[config.mk]
export PLATFORM = sky130hd
export DESIGN_NAME = bmd_256_latency_reader
export DESIGN_NICKNAME = d
export VERILOG_FILES = /design/src/rtl/bmd_256_latency_reader.sv
export SDC_FILE = /design/constraint.sdc
export NUM_CORES = 1
export LEC_CHECK = 0
export CORE_ASPECT_RATIO = 1.25
export CORE_MARGIN = 2
export CORE_UTILIZATION = 51
export DETAILED_ROUTE_END_ITERATION = 12
export DONT_BUFFER_PORTS = 1
export HOLD_SLACK_MARGIN = 0.05
export MAX_ROUTING_LAYER = met4
export PLACE_DENSITY = 0.65
export SLEW_MARGIN = 5
export SYNTH_ARGS = -nofsm -noshare
export SYNTH_HDL_FRONTEND = slang
export SYNTH_SLANG_ARGS = --single-unit
[constraint.sdc]
create_clock -name clk -period 41.9 [get_ports clk]
set_input_delay 8.38 -clock clk [delete_from_list [all_inputs] [get_ports clk]]
set_output_delay 8.38 -clock clk [all_outputs]
set_load 0.01 [all_outputs]
[src/rtl/bmd_256_latency_reader.sv]
// Latency-check read side: issues BRAM reads for arriving slots, computes arrival - send,
// and keeps min/max/saturating-sum/count statistics of the error-free samples.
module bmd_256_latency_reader #(
    parameter int ADDR_W = 14,
    parameter int TS_W   = 64,
    parameter int RD_LAT = 2,
    parameter int CNT_W  = 32
) (
    input  logic              clk,
    input  logic              rst,
    input  logic              stat_clear,
    input  logic [TS_W-1:0]   latency_counter,
    input  logic              rx_arrive,
    input  logic [ADDR_W-1:0] rx_addr,
    output logic              bram_reb,
    output logic [ADDR_W-1:0] bram_rd_addr,
    input  logic [TS_W-1:0]   bram_rd_data,
    output logic              lat_valid,
    output logic [ADDR_W-1:0] lat_addr,
    output logic [TS_W-1:0]   lat_value,
    output logic              lat_err,
    output logic [TS_W-1:0]   lat_min,
    output logic [TS_W-1:0]   lat_max,
    output logic [TS_W-1:0]   lat_sum,
    output logic [CNT_W-1:0]  lat_count
);

    logic [RD_LAT-1:0] vld_q, vld_d;
    logic [ADDR_W-1:0] addr_q [RD_LAT];
    logic [ADDR_W-1:0] addr_d [RD_LAT];
    logic [TS_W-1:0]   arr_q  [RD_LAT];
    logic [TS_W-1:0]   arr_d  [RD_LAT];

    logic              lat_valid_q, lat_valid_d;
    logic [ADDR_W-1:0] lat_addr_q, lat_addr_d;
    logic [TS_W-1:0]   lat_value_q, lat_value_d;
    logic              lat_err_q, lat_err_d;
    logic [TS_W-1:0]   lat_min_q, lat_min_d;
    logic [TS_W-1:0]   lat_max_q, lat_max_d;
    logic [TS_W-1:0]   lat_sum_q, lat_sum_d;
    logic [CNT_W-1:0]  lat_count_q, lat_count_d;
    logic [TS_W:0]     sum_ext_s;

    // Read issue is a pass-through, held quiet while reset is asserted
    assign bram_reb     = rx_arrive & ~rst;
    assign bram_rd_addr = rst ? '0 : rx_addr;

    // Carry pipeline: arrival stamp and slot travel alongside the BRAM read
    always_comb begin
        vld_d     = '0;
        vld_d[0]  = rx_arrive;
        addr_d[0] = rx_addr;
        arr_d[0]  = latency_counter;
        for (int i = 1; i < RD_LAT; i++) begin
            vld_d[i]  = vld_q[i-1];
            addr_d[i] = addr_q[i-1];
            arr_d[i]  = arr_q[i-1];
        end
    end

    // Carry pipeline registers
    always_ff @(posedge clk or posedge rst) begin
        if (rst) begin
            vld_q <= '0;
            for (int i = 0; i < RD_LAT; i++) begin
                addr_q[i] <= '0;
                arr_q[i]  <= '0;
            end
        end else begin
            vld_q  <= vld_d;
            addr_q <= addr_d;
            arr_q  <= arr_d;
        end
    end

    // Compute stage: modular difference; a zero stamp marks an unwritten slot
    always_comb begin
        lat_valid_d = vld_q[RD_LAT-1];
        lat_addr_d  = lat_addr_q;
        lat_value_d = lat_value_q;
        lat_err_d   = lat_err_q;
        if (vld_q[RD_LAT-1]) begin
            lat_addr_d  = addr_q[RD_LAT-1];
            lat_value_d = arr_q[RD_LAT-1] - bram_rd_data;
            lat_err_d   = (bram_rd_data == '0);
        end else begin
            lat_err_d   = lat_err_q;
        end
    end

    // Statistics: clear wins over a coincident sample
    always_comb begin
        sum_ext_s   = {1'b0, lat_sum_q} + {1'b0, lat_value_q};
        lat_min_d   = lat_min_q;
        lat_max_d   = lat_max_q;
        lat_sum_d   = lat_sum_q;
        lat_count_d = lat_count_q;
        if (stat_clear) begin
            lat_min_d   = '1;
            lat_max_d   = '0;
            lat_sum_d   = '0;
            lat_count_d = '0;
        end else if (lat_valid_q && !lat_err_q) begin
            lat_min_d   = (lat_value_q < lat_min_q) ? lat_value_q : lat_min_q;
            lat_max_d   = (lat_value_q > lat_max_q) ? lat_value_q : lat_max_q;
            lat_sum_d   = sum_ext_s[TS_W] ? '1 : sum_ext_s[TS_W-1:0];
            lat_count_d = (lat_count_q == '1) ? lat_count_q : lat_count_q + CNT_W'(1);
        end else begin
            lat_count_d = lat_count_q;
        end
    end

    // Result and statistics registers
    always_ff @(posedge clk or posedge rst) begin
        if (rst) begin
            lat_valid_q <= 1'b0;
            lat_addr_q  <= '0;
            lat_value_q <= '0;
            lat_err_q   <= 1'b0;
            lat_min_q   <= '1;
            lat_max_q   <= '0;
            lat_sum_q   <= '0;
            lat_count_q <= '0;
        end else begin
            lat_valid_q <= lat_valid_d;
            lat_addr_q  <= lat_addr_d;
            lat_value_q <= lat_value_d;
            lat_err_q   <= lat_err_d;
            lat_min_q   <= lat_min_d;
            lat_max_q   <= lat_max_d;
            lat_sum_q   <= lat_sum_d;
            lat_count_q <= lat_count_d;
        end
    end

    assign lat_valid = lat_valid_q;
    assign lat_addr  = lat_addr_q;
    assign lat_value = lat_value_q;
    assign lat_err   = lat_err_q;
    assign lat_min   = lat_min_q;
    assign lat_max   = lat_max_q;
    assign lat_sum   = lat_sum_q;
    assign lat_count = lat_count_q;

endmodule

==> flow_metrics.tcl, run 1 <==
set metrics [dict create \
    core_area_um2 52800 \
    slowest_delay_ps 330 \
    final_common_cell "sky130_fd_sc_hd__dfrtp_1" \
    avgViaCountPerCell 5.96 \
    cts_hold_repair.buffers 0 \
    timing.final.crit_period_ps 17090 \
    power_leakage_nw 13.9 \
    hold-path-cell-count 0 \
    max_slew.worst_pin.slew_ps 1250 \
    number_of_slew_limit_violations_in_the_final_report 0 \
    floorplan.die.height_um 263 \
    floorplan.die_area_um2 55600 \
    wire_per_inst_um 22.3 \
    worst_path_max_delay_cell "sky130_fd_sc_hd__nor2b_1" \
    finalHoldWorstSlack_ps 343 \
    setup.worst_path.class "input port to output port" \
    maxCapViolCount 0 \
    num_vias 20700 \
    worstRegToRegCells 13 \
    area_delta_synth_final_pct 8.22 \
    yosys_warnings 0 \
    rsz0062_at_grt "no" \
    irDropWorstVdd_mv 0.0391 \
    ys.flop_type "sky130_fd_sc_hd__dfrtp_1" \
    route.detailed.drc 0 \
    portBuffers 0 \
    synth_edf_count 0 \
    cts.repair_timing.setup_buffer_count 0 \
    crit_path_start_kind "input port" \
    run_status "complete, no violations" \
    mostFrequentLayoutCells "sky130_fd_sc_hd__dfrtp_1, sky130_fd_sc_hd__nor2_1, sky130_fd_sc_hd__ha_1" \
    antenna_nets_post_route 0 \
    place_congestion 0.931 \
    final_layout_size_suffix_gt1_share_pct 11.4 \
    grt_antenna_before_repair 4 \
    critical_path_buf_inv_count 0 \
    number_of_sinks_driven_by_the_clock_tree 462 \
    cp_top_family "simple AND/OR/NAND/NOR gates" \
    finalNetCount 3164 \
    grt_pass1_vias 20800 \
    worst-endpoint-required_ps 33520 \
    sw_frac_of_total_pct 39.6 \
    synthesis.nets 3200 \
    crit_path_end_kind "output port" \
    netlist_instances 2797 \
    min-delay-path-class "flop to flop" \
    finalClockSkew_ps 18.6 \
    drt_first_pass_iters 5 \
    groute.usage.overall_pct 28.7 \
    cts-root-to-sink-buffers 3 \
    latest_clock_arrival_within_the_worst_skew_pair_ps 600 \
    relSlewSlack_pct 16.5 \
    postSynth.asyncResetShare_pct 100 \
    clock_power_share_pct 26.1 \
    post-dp-hpwl_mm 59.8 \
    boundaryPins 465 \
    cts_h_tree_depth 2 \
    worstPathArrival_ps 8710 \
    timing.critical_path.fanout_max 2 \
    fin_setup_tns_ps 0 \
    die_w_um 211 \
    initialDrtViolationCount 1215 \
    final_hold_viol_count 0 \
    root_buffer "sky130_fd_sc_hd__clkbuf_16" \
    post_syn_area_per_cell_um2 9.79 \
    path_cells "nor2b_1" \
    post_layout_power_mw 1.68 \
    detail_route.wirelength_mm 77.6 \
    grt_start_max_net_pins 294 \
    crit_cells 1 \
    placement_rows 94 \
    cts-buffers-inserted 48 \
    worst_setup_hold_path_clk_slew_ps 60 \
    share_seq_of_total_power_pct 38.5 \
    synth_sequential_area_ratio_pct 42.5 \
    start_util_pct 51.8 \
    post-route-period-util_pct 40.8 \
    count_of_cell_types_in_the_netlist 69 \
    power-per-cell-area_nw_per_um2 56.9 \
    power_frac_comb_pct 35.5 \
    maxClockFrequency_mhz 58.5 \
    p_int_mw 1.02 \
    syn-cell-area_um2 27400 \
    cts-resized-gates 0 \
    ys_ff_latch 462 \
    cts_tree "yes" \
    final-setup-viol-count 0 \
    globalRouteOverflowTotal 0 \
    grt_first_pass_wirelength_mm 121 \
    p_switching_uw 666 \
]
flip-flops by register name, indices dropped and copies added (netlist names):
register   flops
lat_sum       64
lat_value     64
addr_d        14
lat_valid      1
lat_min       64
arr_q         64
arr_d         64
lat_err        1
lat_count     32
lat_max       64
vld_q          2
addr_q        14
lat_addr      14
cell families (layout without fill, tap and decap cells):
kind of cell               after synthesis  count (layout)  share of synthesized area [%]
adders and majority gates              257             257                           11.8
buffers and inverters                  334             338                           4.78
other                                    0               4                              0
xor gates and xnor gates               144             144                           4.61
AOI/OAI and AO/OA                      633             633                           15.9
and+or+nand+nor                        771             771                           12.9
muxes                                  196             196                           7.47
DFF                                    462             462                           42.5
worst paths after layout:
path	start	to	slack [ps]
min in group asynchronous	rst	lat_count[20]$_DFFE_PP0P_	7760
setup / recovery	rx_addr[10]	bram_rd_addr[10]	24810
setup reg to reg	lat_value[0]$_DFFE_PP0P_	lat_sum[1]$_DFFE_PP0P_	36890
max in group asynchronous	rst	lat_sum[13]$_DFFE_PP0P_	30900
hold reg to reg	arr_d[6]$_DFF_PP0_	arr_q[6]$_DFF_PP0_	340
hold / removal	arr_d[6]$_DFF_PP0_	arr_q[6]$_DFF_PP0_	340
final cells by class:
class                   instances  area, um^2
diodes                          4        10.0
clock buffers                  69        1400
clock inverters                21         236
fillers                      4593       23200
inverters                     225         852
multi-input cells            2001       14500
flip-flops and latches        462       11600
well taps                     672         841
repair buffers                 23         173
power by group through the flow:
stage          registers (mW)  logic (mW)  clock network [mW]
3_5_place_dp            0.655       0.590                   0
2_1_floorplan           0.604       0.466                   0
6_report                0.648       0.597               0.439
5_1_grt                 0.656       0.669               0.468
4_1_cts                 0.648       0.595               0.450
3_3_place_gp            0.653       0.577                   0
per-stage QoR:
step | area (um^2) | worst slack, ps | util, % | cells
2_1_floorplan | 27400 | 20570 | - | 2797
3_3_place_gp | 28000 | 24790 | 53.0 | 3383
3_5_place_dp | 28000 | 24780 | 53.0 | 3383
4_1_cts | 29600 | 24780 | 56.1 | 3473
5_1_grt | 29600 | 24810 | 56.1 | 3477
6_report | 29600 | 24810 | 56.1 | 3477
layer usage:
layer | share of wire [%] | track usage (%)
met4 | 4.4 | 11.5
met1 | 42 | 36.1
met2 | 46 | 44.9
met3 | 6.7 | 6.18
met5 | 0 | -
synth_stat cells, types with 12 or more instances:
cell | instances | area share, %
sky130_fd_sc_hd__a211oi_2 | 61 | 2.8
sky130_fd_sc_hd__nand2b_1 | 17 | 0.39
sky130_fd_sc_hd__inv_1 | 225 | 3.1
sky130_fd_sc_hd__and3_1 | 12 | 0.27
sky130_fd_sc_hd__o31ai_1 | 13 | 0.36
sky130_fd_sc_hd__xor2_1 | 59 | 1.9
sky130_fd_sc_hd__a211oi_1 | 19 | 0.52
sky130_fd_sc_hd__clkbuf_1 | 88 | 1.2
sky130_fd_sc_hd__o21bai_1 | 25 | 0.69
sky130_fd_sc_hd__nand4_1 | 72 | 1.6
sky130_fd_sc_hd__buf_1 | 12 | 0.16
sky130_fd_sc_hd__o211ai_1 | 15 | 0.41
sky130_fd_sc_hd__o21ai_0 | 105 | 1.9
sky130_fd_sc_hd__dfstp_2 | 64 | 6.1
sky130_fd_sc_hd__nand2_1 | 132 | 1.8
sky130_fd_sc_hd__nand3_1 | 25 | 0.46
sky130_fd_sc_hd__mux2_2 | 66 | 2.7
sky130_fd_sc_hd__xnor2_1 | 85 | 2.7
sky130_fd_sc_hd__nor3_1 | 23 | 0.42
sky130_fd_sc_hd__ha_1 | 255 | 12
sky130_fd_sc_hd__mux2i_1 | 130 | 4.8
sky130_fd_sc_hd__nor2b_1 | 34 | 0.78
sky130_fd_sc_hd__dfrtp_1 | 398 | 36
sky130_fd_sc_hd__or3_1 | 12 | 0.27
sky130_fd_sc_hd__a21o_1 | 106 | 2.9
sky130_fd_sc_hd__a21oi_1 | 195 | 3.6
sky130_fd_sc_hd__nor4_1 | 25 | 0.57
sky130_fd_sc_hd__nor2_1 | 380 | 5.2
sky130_fd_sc_hd__o21a_1 | 13 | 0.36
sky130_fd_sc_hd__a31oi_1 | 22 | 0.50
No activity file was read; power rests on OpenSTA's default activity.
==> inputs of run 2 (changes only) <==
PLACE_DENSITY = 0.68   (was 0.65)
clock period = 15.4 ns   (was 41.9 ns; I/O delays follow)
==> run 2 against run 1 <==
Global-route usage rose by 0.40 points. Sequential share of layout area grew 0.12 points. Register-to-register slack got worse by 26000 ps. Non-clock buffer count down 11. Flip-flop and latch count did not move. First-iteration DRC count rose by 6.9%. Critical path depth stayed put. Sequential power rose to 2.8 times the previous value. Count of clock-buffer cells in the layout down 1. Setup slack worse by 16000 ps. Largest cell class unchanged. Highest routed layer unchanged.
==> flow_metrics.tcl, run 2 (same netlist as run 1, synthesis figures left out) <==
set metrics [dict create \
    cts-buffers-inserted 47 \
    area_delta_synth_final_pct 7.88 \
    worstPathArrival_ps 3430 \
    detail_route.wirelength_mm 79.0 \
    floorplan.die_area_um2 55600 \
    timing.final.crit_period_ps 6510 \
    die_w_um 211 \
    busiest_grt_layer "met2" \
    relSlewSlack_pct 19.9 \
    hp-start "arr_d[30]$_DFF_PP0_" \
    cp_endpoint "bram_rd_addr[5]" \
    initialDrtViolationCount 1299 \
    start_util_pct 51.8 \
    share_seq_of_total_power_pct 39.3 \
    number_of_sinks_driven_by_the_clock_tree 462 \
    rsz0062_at_grt "no" \
    irDropWorstVdd_mv 0.103 \
    cts_hold_repair.buffers 0 \
    drt_first_pass_iters 6 \
    latest_clock_arrival_within_the_worst_skew_pair_ps 600 \
    worst_setup_path_startpoint "rx_addr[5]" \
    p_switching_mw 1.81 \
    portBuffers 0 \
    grt_util_met2_pct 45.8 \
    post-dp-hpwl_mm 60.4 \
    postLayoutCellArea_um2 29500 \
    mostFrequentLayoutCells "sky130_fd_sc_hd__dfrtp_1, sky130_fd_sc_hd__nor2_1, sky130_fd_sc_hd__ha_1" \
    grt_first_pass_wirelength_mm 122 \
    setup.worst_path.class "input port to output port" \
    met1_usage_pct 35.8 \
    cts-resized-gates 0 \
    antenna_nets_post_route 0 \
    final_common_cell "sky130_fd_sc_hd__dfrtp_1" \
    min-delay-path-class "flop to flop" \
    path_cells "nor2b_1" \
    internal_reg_to_reg_setup_slack_ps 10480 \
    power_frac_comb_pct 34.7 \
    sw_frac_of_total_pct 39.8 \
    clock_power_share_pct 26.0 \
    cts_h_tree_depth 2 \
    cp_top_family "simple AND/OR/NAND/NOR gates" \
    avgViaCountPerCell 6.00 \
    crit_path_end_kind "output port" \
    run_status "complete, no violations" \
    finalHoldWorstSlack_ps 340 \
    final_layout_size_suffix_gt1_share_pct 10.9 \
    grt_start_max_net_pins 294 \
    boundaryPins 465 \
    place_congestion 0.943 \
    slowest_delay_ps 350 \
    maxCapViolCount 0 \
    wire_per_inst_um 22.8 \
    fin_setup_tns_ps 0 \
    cts-root-to-sink-buffers 3 \
    finalNetCount 3152 \
    critical_path.reg2reg.endpoint "lat_sum[0]$_DFFE_PP0P_" \
    number_of_slew_limit_violations_in_the_final_report 0 \
    final-setup-viol-count 0 \
    final_hold_viol_count 0 \
    met3_usage_pct 6.06 \
    post-route-period-util_pct 42.3 \
    route.detailed.drc 0 \
    power-per-cell-area_nw_per_um2 154 \
    groute.usage.overall_pct 29.1 \
    worst_setup_hold_path_clk_slew_ps 60 \
    grt_antenna_before_repair 8 \
    postPlaceCellArea_um2 27900 \
    critical_path_buf_inv_count 0 \
    power_leakage_nw 13.9 \
    crit_path_start_kind "input port" \
    globalRouteOverflowTotal 0 \
    cts.repair_timing.setup_buffer_count 0 \
    core_area_um2 52800 \
    placement_rows 94 \
    maxClockFrequency_mhz 154 \
    crit_cells 1 \
    floorplan.die.height_um 263 \
    p_int_mw 2.75 \
    finalClockSkew_ps 16.3 \
    worst-endpoint-required_ps 12320 \
    reg2reg_from "lat_value[0]$_DFFE_PP0P_" \
    root_buffer "sky130_fd_sc_hd__clkbuf_16" \
    timing.critical_path.fanout_max 2 \
    worst_path_max_delay_cell "sky130_fd_sc_hd__nor2b_1" \
    num_vias 20800 \
    max_slew.worst_pin.slew_ps 1200 \
    cts_tree "yes" \
    worstRegToRegCells 13 \
    grt_pass1_vias 21100 \
]
==> run 2: power by group through the flow <==
stage	clock (mW)	sequential, mW	combinational, mW
finish	1.18	1.79	1.58
global route	1.25	1.81	1.77
CTS	1.21	1.79	1.58
detailed placement	0	1.81	1.56
global placement	0	1.80	1.53
floorplan	0	1.64	1.27
==> run 2: through the flow <==
stage / util [%] / setup WS, ps / instances / power, mW
final: 55.9 / 8890 / 3469 / 4.56
after global routing: 55.9 / 8700 / 3469 / 4.84
after CTS: 55.9 / 8800 / 3460 / 4.58
after detailed placement: 52.8 / 8180 / 3372 / 3.38
after global placement: 52.8 / 8200 / 3372 / 3.34
after floorplan: - / 5880 / 2797 / 2.91
==> run 2: worst min path at each step <==
stage / depth (start not counted) / end / slack [ps]
6_report: 0 / arr_q[30]$_DFF_PP0_ / 340
5_1_grt: 0 / addr_q[13]$_DFF_PP0_ / 350
4_1_cts: 0 / arr_q[30]$_DFF_PP0_ / 340
3_5_place_dp: 0 / arr_q[29]$_DFF_PP0_ / 330
3_3_place_gp: 0 / addr_q[3]$_DFF_PP0_ / 330
2_1_floorplan: 0 / addr_q[0]$_DFF_PP0_ / 330
==> run 2: area by class of cell <==
cell class	instances	area (um^2)
inverter	225	848
clock buffer	68	1380
sequential	462	11600
timing repair buffer	12	103
antenna	9	22.5
multi-input combinational	2001	14500
tap	672	841
clock inverter	20	229
fill	4608	23300
==> run 2: layer usage <==
metal	vias to the layer above	part of all wire [%]
met5	-	0
met4	0	5.2
met3	185	6.5
met2	682	47
met1	10200	42
li1	9741	-
